===== src/rtl/card_draw_rng_pkg.sv =====
// Shared definitions for the blackjack card generator: suit codes, deck sizes,
// draw FSM encoding and default LFSR configuration.
package bj_card_pkg;

    typedef enum logic [1:0] {
        SUIT_DIAMOND = 2'd0,
        SUIT_CLUB    = 2'd1,
        SUIT_HEART   = 2'd2,
        SUIT_SPADE   = 2'd3
    } suit_e;

    localparam int NUM_RANKS = 13;
    localparam int NUM_CARDS = 52;

    typedef enum logic [1:0] {
        ST_IDLE = 2'd0,
        ST_DRAW = 2'd1,
        ST_SCAN = 2'd2
    } draw_state_e;

    localparam logic [15:0] DEFAULT_TAPS = 16'hD008;
    localparam logic [15:0] DEFAULT_SEED = 16'h0002;

endpackage


===== src/rtl/card_draw_rng_if.sv =====
// Bundle between the game FSM (master) and the card generator (slave),
// including debug visibility of the draw FSM state and the raw LFSR.
interface card_draw_rng_if #(
    parameter int LFSR_W = 16
);
    import bj_card_pkg::*;

    logic              seed_load;
    logic [LFSR_W-1:0] seed;
    logic              shuffle;
    logic              draw_req;
    logic              busy;
    logic              card_valid;
    logic [3:0]        rank;
    logic [1:0]        suit;
    logic              draw_err;
    logic [5:0]        cards_left;
    logic              deck_empty;
    draw_state_e       dbg_state;
    logic [LFSR_W-1:0] dbg_lfsr;

    // draw_req is taken on a clock edge only while busy=0; each accepted request
    // ends in exactly one card_valid pulse unless aborted by shuffle or reset,
    // and a request against an empty deck ends in one draw_err pulse instead.
    modport master (
        output seed_load, seed, shuffle, draw_req,
        input  busy, card_valid, rank, suit, draw_err, cards_left, deck_empty,
        input  dbg_state, dbg_lfsr
    );

    modport slave (
        input  seed_load, seed, shuffle, draw_req,
        output busy, card_valid, rank, suit, draw_err, cards_left, deck_empty,
        output dbg_state, dbg_lfsr
    );

endinterface


===== src/rtl/card_draw_rng_lfsr.sv =====
// Free-running Fibonacci LFSR with seed load; a zero load value is forced to 1
// so the register can never lock up in the all-zero state.
module lfsr_core
    import bj_card_pkg::*;
#(
    parameter int                LFSR_W = 16,
    parameter logic [LFSR_W-1:0] TAPS   = LFSR_W'(DEFAULT_TAPS),
    parameter logic [LFSR_W-1:0] SEED   = LFSR_W'(DEFAULT_SEED)
) (
    input  logic              clk,
    input  logic              rst,
    input  logic              load,
    input  logic [LFSR_W-1:0] load_val,
    output logic [LFSR_W-1:0] q
);

    logic [LFSR_W-1:0] q_q, q_d;

    always_comb begin
        q_d = {q_q[LFSR_W-2:0], ^(q_q & TAPS)};
        if (load) begin
            q_d = (load_val == '0) ? LFSR_W'(1) : load_val;
        end
    end

    always_ff @(posedge clk) begin
        if (rst) begin
            q_q <= SEED;
        end else begin
            q_q <= q_d;
        end
    end

    assign q = q_q;

endmodule


===== src/rtl/card_draw_rng.sv =====
// Uniform card generator: rejection-samples LFSR candidates, optionally tracks
// dealt cards so each card appears once per shuffle, with a linear-scan fallback.
module card_draw_rng
    import bj_card_pkg::*;
#(
    parameter int                LFSR_W    = 16,
    parameter logic [LFSR_W-1:0] TAPS      = LFSR_W'(DEFAULT_TAPS),
    parameter logic [LFSR_W-1:0] SEED      = LFSR_W'(DEFAULT_SEED),
    parameter bit                NO_REPEAT = 1'b1,
    parameter int                MAX_TRIES = 8
) (
    input logic            clk,
    input logic            rst,
    card_draw_rng_if.slave bus
);

    localparam int TRY_W = (MAX_TRIES > 1) ? $clog2(MAX_TRIES) : 1;

    logic [LFSR_W-1:0] lfsr;
    logic [5:0]        cand_idx;
    logic [5:0]        pick_idx;
    logic              pick_ok;
    logic              deck_empty;

    draw_state_e       state_q, state_d;
    logic [TRY_W-1:0]  tries_q, tries_d;
    logic [5:0]        scan_q, scan_d;
    logic [63:0]       dealt_q, dealt_d;
    logic [5:0]        cards_left_q, cards_left_d;
    logic              card_valid_q, card_valid_d;
    logic              draw_err_q, draw_err_d;
    logic [3:0]        rank_q, rank_d;
    logic [1:0]        suit_q, suit_d;

    lfsr_core #(
        .LFSR_W (LFSR_W),
        .TAPS   (TAPS),
        .SEED   (SEED)
    ) u_lfsr (
        .clk      (clk),
        .rst      (rst),
        .load     (bus.seed_load),
        .load_val (bus.seed),
        .q        (lfsr)
    );

    // Card index is {suit, rank-1}; nibble values 13..15 are never real cards.
    assign cand_idx   = {lfsr[1:0], lfsr[5:2]};
    assign pick_idx   = (state_q == ST_SCAN) ? scan_q : cand_idx;
    assign pick_ok    = (pick_idx[3:0] < 4'(NUM_RANKS)) && !(NO_REPEAT && dealt_q[pick_idx]);
    assign deck_empty = NO_REPEAT && (cards_left_q == 6'd0);

    always_comb begin
        state_d      = state_q;
        tries_d      = tries_q;
        scan_d       = scan_q;
        dealt_d      = dealt_q;
        cards_left_d = cards_left_q;
        card_valid_d = 1'b0;
        draw_err_d   = 1'b0;
        rank_d       = rank_q;
        suit_d       = suit_q;

        case (state_q)
            ST_IDLE: begin
                if (bus.draw_req) begin
                    if (deck_empty) begin
                        draw_err_d = 1'b1;
                    end else begin
                        state_d = ST_DRAW;
                        tries_d = '0;
                    end
                end
            end
            ST_DRAW, ST_SCAN: begin
                if (pick_ok) begin
                    state_d      = ST_IDLE;
                    card_valid_d = 1'b1;
                    rank_d       = pick_idx[3:0] + 4'd1;
                    suit_d       = pick_idx[5:4];
                    if (NO_REPEAT) begin
                        dealt_d[pick_idx] = 1'b1;
                        cards_left_d      = cards_left_q - 6'd1;
                    end
                end else if (state_q == ST_SCAN) begin
                    scan_d = scan_q + 6'd1;
                end else if (NO_REPEAT && (tries_q == TRY_W'(MAX_TRIES - 1))) begin
                    state_d = ST_SCAN;
                    scan_d  = '0;
                end else begin
                    tries_d = tries_q + TRY_W'(1);
                end
            end
            default: state_d = ST_IDLE;
        endcase

        // Shuffle overrides everything above, including a same-cycle accept.
        if (bus.shuffle) begin
            state_d      = ST_IDLE;
            dealt_d      = '0;
            cards_left_d = 6'(NUM_CARDS);
            card_valid_d = 1'b0;
            draw_err_d   = 1'b0;
            rank_d       = rank_q;
            suit_d       = suit_q;
        end
    end

    always_ff @(posedge clk) begin
        if (rst) begin
            state_q      <= ST_IDLE;
            tries_q      <= '0;
            scan_q       <= '0;
            dealt_q      <= '0;
            cards_left_q <= 6'(NUM_CARDS);
            card_valid_q <= 1'b0;
            draw_err_q   <= 1'b0;
            rank_q       <= '0;
            suit_q       <= '0;
        end else begin
            state_q      <= state_d;
            tries_q      <= tries_d;
            scan_q       <= scan_d;
            dealt_q      <= dealt_d;
            cards_left_q <= cards_left_d;
            card_valid_q <= card_valid_d;
            draw_err_q   <= draw_err_d;
            rank_q       <= rank_d;
            suit_q       <= suit_d;
        end
    end

    assign bus.busy       = (state_q != ST_IDLE);
    assign bus.card_valid = card_valid_q;
    assign bus.draw_err   = draw_err_q;
    assign bus.rank       = rank_q;
    assign bus.suit       = suit_q;
    assign bus.cards_left = cards_left_q;
    assign bus.deck_empty = deck_empty;
    assign bus.dbg_state  = state_q;
    assign bus.dbg_lfsr   = lfsr;

endmodule


===== src/flat_wrapper.sv =====
// flat-port wrapper written by rule: the top's interface ports become plain ports
module card_draw_rng_flat import bj_card_pkg::*;
#(
    parameter int                LFSR_W    = 16,
    parameter logic [LFSR_W-1:0] TAPS      = LFSR_W'(DEFAULT_TAPS),
    parameter logic [LFSR_W-1:0] SEED      = LFSR_W'(DEFAULT_SEED),
    parameter bit                NO_REPEAT = 1'b1,
    parameter int                MAX_TRIES = 8
)
  (clk, rst, bus_seed_load, bus_seed, bus_shuffle, bus_draw_req, bus_busy, bus_card_valid, bus_rank, bus_suit, bus_draw_err, bus_cards_left, bus_deck_empty, bus_dbg_state, bus_dbg_lfsr);
  card_draw_rng_if #(.LFSR_W(LFSR_W)) bus_i ();
  input logic clk;
  input logic rst;
  input wire logic [$bits(bus_i.seed_load)-1:0] bus_seed_load;
  input wire logic [$bits(bus_i.seed)-1:0] bus_seed;
  input wire logic [$bits(bus_i.shuffle)-1:0] bus_shuffle;
  input wire logic [$bits(bus_i.draw_req)-1:0] bus_draw_req;
  output wire logic [$bits(bus_i.busy)-1:0] bus_busy;
  output wire logic [$bits(bus_i.card_valid)-1:0] bus_card_valid;
  output wire logic [$bits(bus_i.rank)-1:0] bus_rank;
  output wire logic [$bits(bus_i.suit)-1:0] bus_suit;
  output wire logic [$bits(bus_i.draw_err)-1:0] bus_draw_err;
  output wire logic [$bits(bus_i.cards_left)-1:0] bus_cards_left;
  output wire logic [$bits(bus_i.deck_empty)-1:0] bus_deck_empty;
  output wire logic [$bits(bus_i.dbg_state)-1:0] bus_dbg_state;
  output wire logic [$bits(bus_i.dbg_lfsr)-1:0] bus_dbg_lfsr;
  assign bus_i.seed_load = bus_seed_load;
  assign bus_i.seed = bus_seed;
  assign bus_i.shuffle = bus_shuffle;
  assign bus_i.draw_req = bus_draw_req;
  assign bus_busy = bus_i.busy;
  assign bus_card_valid = bus_i.card_valid;
  assign bus_rank = bus_i.rank;
  assign bus_suit = bus_i.suit;
  assign bus_draw_err = bus_i.draw_err;
  assign bus_cards_left = bus_i.cards_left;
  assign bus_deck_empty = bus_i.deck_empty;
  assign bus_dbg_state = bus_i.dbg_state;
  assign bus_dbg_lfsr = bus_i.dbg_lfsr;
  card_draw_rng #(.LFSR_W(LFSR_W), .TAPS(TAPS), .SEED(SEED), .NO_REPEAT(NO_REPEAT), .MAX_TRIES(MAX_TRIES)) u_core (.clk(clk), .rst(rst), .bus(bus_i));
endmodule

===== config.mk =====
export PLATFORM = sky130hd
export DESIGN_NAME = card_draw_rng_flat
export DESIGN_NICKNAME = d
export VERILOG_FILES = /design/src/rtl/card_draw_rng_pkg.sv /design/src/rtl/card_draw_rng_if.sv /design/src/rtl/card_draw_rng_lfsr.sv /design/src/rtl/card_draw_rng.sv /design/src/flat_wrapper.sv
export SDC_FILE = /design/constraint.sdc
export NUM_CORES = 1
export LEC_CHECK = 0
export CAP_MARGIN = 20
export CORE_MARGIN = 2
export CORE_UTILIZATION = 40
export CTS_BUF_LIST = sky130_fd_sc_hd__clkbuf_4 sky130_fd_sc_hd__clkbuf_8
export DETAILED_ROUTE_END_ITERATION = 12
export REMOVE_ABC_BUFFERS = 1
export SLEW_MARGIN = 20
export SYNTH_ARGS = -nofsm -noshare
export SYNTH_HDL_FRONTEND = slang
export SYNTH_SLANG_ARGS = --single-unit

===== constraint.sdc =====
create_clock -name clk -period 4.2 [get_ports clk]
set_input_delay 0.42 -clock clk [delete_from_list [all_inputs] [get_ports clk]]
set_output_delay 0.42 -clock clk [all_outputs]
set_load 0.01 [all_outputs]

==> results of run 1 <==
flip-flops by register name, indices dropped and copies added (netlist names):
signal and cells:
u_core.tries_q 3, u_core.dealt_q 64, u_core.bus.rank 4, u_core.u_lfsr.q 16
u_core.bus.dbg_state 2, u_core.scan_q 6, u_core.bus.suit 2, u_core.bus.cards_left 6
u_core.bus.card_valid 1, u_core.bus.draw_err 1
worst max-delay path, stage by stage, from the launching register on:
cell     delay, ns
dfxtp_1       0.37
inv_1         0.10
ha_1          0.35
buf_4         0.38
nor3_1        0.12
a31oi_2       0.35
nor2_1        0.10
buf_4         0.18
a21oi_1       0.21
o22a_2        0.25
nand4_2       0.33
nor2_2        0.17
buf_4         0.39
a32o_1        0.24
layout by cell type (no fill, tap or decap), types with 3 or more instances in the layout:
| master | synthesis | routed |
|---|---|---|
| a211o_1 | 3 | 3 |
| a211oi_1 | 4 | 4 |
| a21o_1 | 3 | 3 |
| a21oi_1 | 19 | 19 |
| a32o_1 | 37 | 37 |
| a32oi_1 | 4 | 4 |
| a41oi_1 | 3 | 3 |
| and2_1 | 11 | 11 |
| and3_1 | 4 | 4 |
| and3b_1 | 4 | 4 |
| and4_1 | 4 | 4 |
| buf_4 | 3 | 11 |
| clkbuf_8 | 0 | 9 |
| clkdlybuf4s50_1 | 0 | 54 |
| clkinv_2 | 0 | 3 |
| dfxtp_1 | 105 | 105 |
| ha_1 | 8 | 8 |
| inv_1 | 24 | 24 |
| mux2i_1 | 40 | 40 |
| nand2_1 | 26 | 26 |
| nand2b_1 | 5 | 5 |
| nand3_1 | 16 | 16 |
| nand4_1 | 3 | 3 |
| nand4b_1 | 3 | 3 |
| nor2_1 | 47 | 45 |
| nor2b_1 | 5 | 5 |
| nor3_1 | 15 | 12 |
| nor3_2 | 0 | 3 |
| nor3b_1 | 3 | 3 |
| nor4_1 | 5 | 5 |
| o211ai_1 | 4 | 4 |
| o21ai_0 | 24 | 24 |
| o21ai_1 | 3 | 3 |
| o22ai_1 | 9 | 9 |
| o2bb2ai_1 | 3 | 3 |
| o31ai_1 | 13 | 13 |
| or2_2 | 3 | 3 |
| or3_1 | 3 | 3 |
| xnor2_1 | 4 | 4 |
synthesized netlist by cell type (4+ instances only):
| library cell | instances |
|---|---|
| dfxtp_1 | 105 |
| nor2_1 | 47 |
| mux2i_1 | 40 |
| a32o_1 | 37 |
| nand2_1 | 26 |
| inv_1 | 24 |
| o21ai_0 | 24 |
| clkbuf_1 | 21 |
| a21oi_1 | 19 |
| nand3_1 | 16 |
| nor3_1 | 15 |
| o31ai_1 | 13 |
| and2_1 | 11 |
| buf_2 | 9 |
| o22ai_1 | 9 |
| ha_1 | 8 |
| buf_6 | 6 |
| nand2b_1 | 5 |
| nor2b_1 | 5 |
| nor4_1 | 5 |
| a211oi_1 | 4 |
| a32oi_1 | 4 |
| and3_1 | 4 |
| and3b_1 | 4 |
| and4_1 | 4 |
| o211ai_1 | 4 |
| xnor2_1 | 4 |
layer usage:
layer	vias up	GRT usage [%]	share of wire, %
met2	151	31.2	45
met1	2137	28.7	46
met3	27	4.26	6.2
met4	2	9.49	2.9
met5	-	0	0.11
li1	2101	-	-
power breakdown:
part           internal [W]  leakage [nW]  switching (W)
registers           0.00101         0.850      0.0000198
logic             0.0000961          1.14       0.000139
clock network      0.000283        0.0998       0.000332
worst paths after layout:
check,startpoint,cells after the start,to
worst max register to register,u_core.bus.dbg_state[0],13,u_core.dealt_q[52]
worst max-delay path,u_core.bus.dbg_state[0],13,u_core.dealt_q[52]
worst min register to register,u_core.dealt_q[61],2,u_core.dealt_q[61]
worst min-delay path,u_core.dealt_q[61],2,u_core.dealt_q[61]
per-stage QoR:
step | setup slack (ns) | total power, W | hold WS, ns | instance area (um2) | utilization, %
after floorplan | -0.750 | 0.00117 | 0.416 | 4860 | -
after global placement | 0.677 | 0.00128 | 0.431 | 5710 | 45.6
after detailed placement | 0.639 | 0.00129 | 0.437 | 5720 | 45.7
after CTS | 0.609 | 0.00190 | 0.450 | 5910 | 47.2
after global routing | 0.313 | 0.00197 | 0.469 | 5910 | 47.2
final | 0.565 | 0.00188 | 0.448 | 5910 | 47.2
layout make-up:
cell class,instances,share of cell area (%)
Clock buffer,11,2.35
Clock inverter,4,0.763
Inverter,26,1.65
Multi-Input combinational cell,372,45.4
Sequential cell,105,35.6
Tap cell,172,3.64
Timing Repair Buffer,65,10.6
logic make-up (layout without fill, tap and decap cells):
kind of cell             after synthesis  count (layout)
AND/OR/NAND/NOR                      166             166
AO/OA/AOI/OAI                        147             147
flip-flops                           105             105
buffers and inverters                 67             106
multiplexers                          46              46
adder cells (fa/ha/maj)                8               8
XOR/XNOR                               5               5
==> metrics.yaml, run 1 <==
ir_drop_mv: 0.120
endpoint_kind: "flop"
rrSetupSlack_ns: 0.57
avgRoutedWirePerCell_um: 18.1
fmax_mhz: 275
worst_pin_slew_ns: 0.973
drtIter0Drc: 318
dp_hpwl_um: 9630
yosys-mux-area-fraction_pct: 9.61
async_flop_share_pct: 0
hp-class: "reg -> reg"
numClockSinks: 105
yosysWarnings: 0
netlist_top_cells_area: "dfxtp_1 41%, mux2i_1 7.9%, a32o_1 7.3%"
placed_cells: 740
synth_compound_area_share_pct: 22.3
fin_crit_sh_pct: 86.5
nFillCells: 1221
synth-simple-area-share_pct: 17.6
drc: 0
setup_viol: 0
yosys.area.top_type: "dfxtp_1"
core_area_mm2: 0.0125
ys_seq_area_share_pct: 41.4
start_kind: "flop"
numCtsBuffers: 9
drt.antenna.violating_nets: 0
die_x_um: 117
period_needed_ns: 3.63
critical_path_arrival_ns: 3.95
pin_count: 55
path_clk_slew_ns: 0.09
status: "finished clean"
clock_latency_ns: 0.38
drv_cap: 0
power_density_mw_per_mm2: 318
hold_viol: 0
rows: 41
cts-hold-fix-buffers: 0
crit_type: "reg -> reg"
multiInputGateArea_mm2: 0.00268
synth_seq_cells: 105
netlist_area_mm2: 0.00508
nets: 608
drtPass1Iterations: 5
synthXorXnorAreaFrac_pct: 0.862
leakage_nw: 2.09
rsz0062_at_grt: "no"
synth_ff_type: "dfxtp_1"
cts_tree: "built"
vias: 4418
synth_edf_count: 0
numPortBuffers: 54
diodes: 0
syn_inst: 544
seqCellArea_mm2: 0.00210
avgViaCountPerCell: 5.85
htree_levels: 3
drive_gt1_share_pct: 9.26
fin_worst_skew_ns: 0.00792
grt_max_degree: 40
area_growth_pct: 16.3
report.final.slew_viol_count: 0
totalWireLength_um: 13700
ctsRootBufferMaster: "clkbuf_8"
die-area_mm2: 0.0136
synthAdderAreaFrac_pct: 1.97
die_h_um: 117
postCtsSetupRepairBufs: 0
synth.top_cell.area_share_pct: 41.4
antenna_found_initial: 1
place.gp.congestion: 0.839
initial_core_util_pct: 40.6
cp.required_ns: 4.52
finalSetupTns_ns: 0
syn_avg_cell_area_um2: 9.34
grt_pass1_vias: 4160
cp_max_fo: 39
grtUsageTotal_pct: 20.8
instances_no_fill: 755
cts_resized: 0
cts_max_path_buffers: 2
overflow: 0
synth_top_family_by_area: "compound AO/OA/AOI/OAI gates"
slew_headroom_pct: 34.9
ys_types: 66
grt_pass1_wl_um: 22000
Power figures use the tool's default switching activity.
==> inputs of run 2 (changes only) <==
Clock period 4.2 ns to 4.7 ns, I/O delays scaled along.
==> metrics.yaml, run 2 (synthesis results as in run 1) <==
status: "finished clean"
nets: 608  # unchanged
cp_max_fo: 36  # -7.7%
pin_count: 55  # unchanged
grt_pass1_vias: 4147  # -0.31%
pwr-share-comb_pct: 12.4  # about the same
internal_power_w: 0.00122  # -12%
clkPwrFrac_pct: 32.3  # -0.4 points
nFillCells: 1251  # +2.5%
multiInputGateArea_mm2: 0.00267  # -0.37%
htree_levels: 3  # unchanged
swShare_pct: 26.7  # +0.58 points
antenna_found_initial: 0  # -1
hold_viol: 0  # unchanged
setup_viol: 0  # unchanged
final_common_cell: "dfxtp_1"
hp-class: "reg -> reg"
rsz0062_at_grt: "no"
fmax_mhz: 270  # -1.9%
path_clk_slew_ns: 0.09  # about the same
fin_crit_sh_pct: 78.8  # -7.7 points
reg2reg_depth: 13  # unchanged
die_x_um: 117  # unchanged
report.final.slew_viol_count: 0  # unchanged
switchingPower_w: 0.000444  # -9.6%
power_density_mw_per_mm2: 282  # -11%
seq_power_share_pct: 55.3  # +0.6 points
period_needed_ns: 3.71  # +0.0711 ns
clock_latency_ns: 0.38  # about the same
rrSetupSlack_ns: 0.99  # +0.43 ns
drtIter0Drc: 417  # +31%
die-area_mm2: 0.0136  # unchanged
ctsRootBufferMaster: "clkbuf_8"
initial_core_util_pct: 40.6  # unchanged
start_kind: "flop"
drv_cap: 0  # unchanged
drt.antenna.violating_nets: 0  # unchanged
area_growth_pct: 16.0
slew_headroom_pct: 36.8  # +1.9 points
cts_resized: 0  # unchanged
worst_pin_slew_ns: 0.946  # -0.0278 ns
vias: 4388  # -0.68%
finalSetupTns_ns: 0  # unchanged
die_h_um: 117  # unchanged
drtPass1Iterations: 4  # -1
totalWireLength_um: 13500  # -1.2%
fin_worst_skew_ns: 0.0122  # +0.00431 ns
numPortBuffers: 54  # unchanged
drive_gt1_share_pct: 9.08  # -0.19 points
hold_depth: 2  # unchanged
dp_hpwl_um: 9380  # -2.6%
diodes: 0  # unchanged
avgViaCountPerCell: 5.80  # -0.81%
core_area_mm2: 0.0125  # unchanged
numCtsBuffers: 9  # unchanged
grtUsageTotal_pct: 20.4  # -0.39 points
numClockSinks: 105  # unchanged
place.gp.congestion: 0.842  # +0.37%
dpl_cell_area_mm2: 0.00571  # -0.17%
critical_path_arrival_ns: 4.03  # +0.08 ns
cts_tree: "built"
regMostFlops: "u_core.dealt_q"
cts_max_path_buffers: 2  # unchanged
grt_pass1_wl_um: 21900  # -0.19%
final_cell_area_mm2: 0.00589  # -0.21%
final_cell_mix: "105 x dfxtp_1, 54 x clkdlybuf4s50_1, 45 x nor2_1"
overflow: 0  # unchanged
ir_drop_mv: 0.121  # +1.1%
leakage_nw: 2.09  # -0.11%
hold_ws_ns: 0.447  # -0.00102 ns
drc: 0  # unchanged
largest_register_ffs: 64  # unchanged
seqCellArea_mm2: 0.00210  # unchanged
cp.required_ns: 5.02  # +0.50 ns
cts-hold-fix-buffers: 0  # unchanged
endpoint_kind: "flop"
grt_max_degree: 56  # +40%
avgRoutedWirePerCell_um: 17.9  # -1.3%
crit_type: "reg -> reg"
rows: 41  # unchanged
postCtsSetupRepairBufs: 0  # unchanged
run 2: cell types whose count changed in the layout (fill, tap and decap cells not counted):
cell / change
bufinv_16: -1
clkbuf_4: +2
clkbuf_8: +1
clkinv_2: -2
clkinv_4: +1
nor3_1: +2
nor3_2: -2
run 2: final cells by class:
class	instances	share of cell area, %
flip-flops and latches	105	35.7
clock buffers	14	2.85
inverters	26	1.66
repair buffers	65	10.6
multi-input cells	372	45.4
clock inverters	2	0.234
well taps	172	3.65
run 2: power by group through the flow:
stage | Combinational (W) | Clock [W] | Sequential, W
3_5_place_dp | 0.000206 | 0 | 0.000939
5_1_grt | 0.000223 | 0.000583 | 0.000921
3_3_place_gp | 0.000203 | 0 | 0.000939
4_1_cts | 0.000207 | 0.000544 | 0.000919
2_1_floorplan | 0.000104 | 0 | 0.000940
6_report | 0.000206 | 0.000537 | 0.000919
run 2: worst max-delay path, cell delays in order (launching register included):
cell,delay (ns)
dfxtp_1,0.39
inv_1,0.08
ha_1,0.20
buf_4,0.23
mux2i_2,0.20
inv_2,0.37
mux2i_1,0.27
o22ai_1,0.11
o21ai_0,0.20
and4_1,0.32
nand4_2,0.35
nor2_2,0.27
buf_4,0.39
a32o_1,0.23
run 2: metal layers:
layer / share of wire [%] / global-route usage [%] / vias to the layer above / routed length, um
met2: 46 / 32.1 / 115 / 6240
met4: 1.5 / 5.88 / 0 / 196
met1: 47 / 28.4 / 2154 / 6390
met5: 0 / 0 / - / 0
met3: 5.0 / 4.00 / 16 / 675
li1: - / - / 2103 / -
run 2: path summary, 6_finish.rpt:
| kind | endpoint | startpoint |
|---|---|---|
| hold / removal | u_core.dealt_q[63] | u_core.dealt_q[63] |
| setup / recovery | u_core.dealt_q[1] | u_core.bus.dbg_state[0] |
| hold reg to reg | u_core.dealt_q[63] | u_core.dealt_q[63] |
| setup reg to reg | u_core.dealt_q[1] | u_core.bus.dbg_state[0] |
run 2: stage by stage:
step	setup slack [ns]	utilization, %	cells	power, W
after floorplan	-0.250	-	503	0.00104
after global placement	1.12	45.6	740	0.00114
after detailed placement	1.01	45.6	740	0.00115
after CTS	0.987	47.1	756	0.00167
after global routing	0.608	47.1	756	0.00173
final	0.994	47.1	756	0.00166
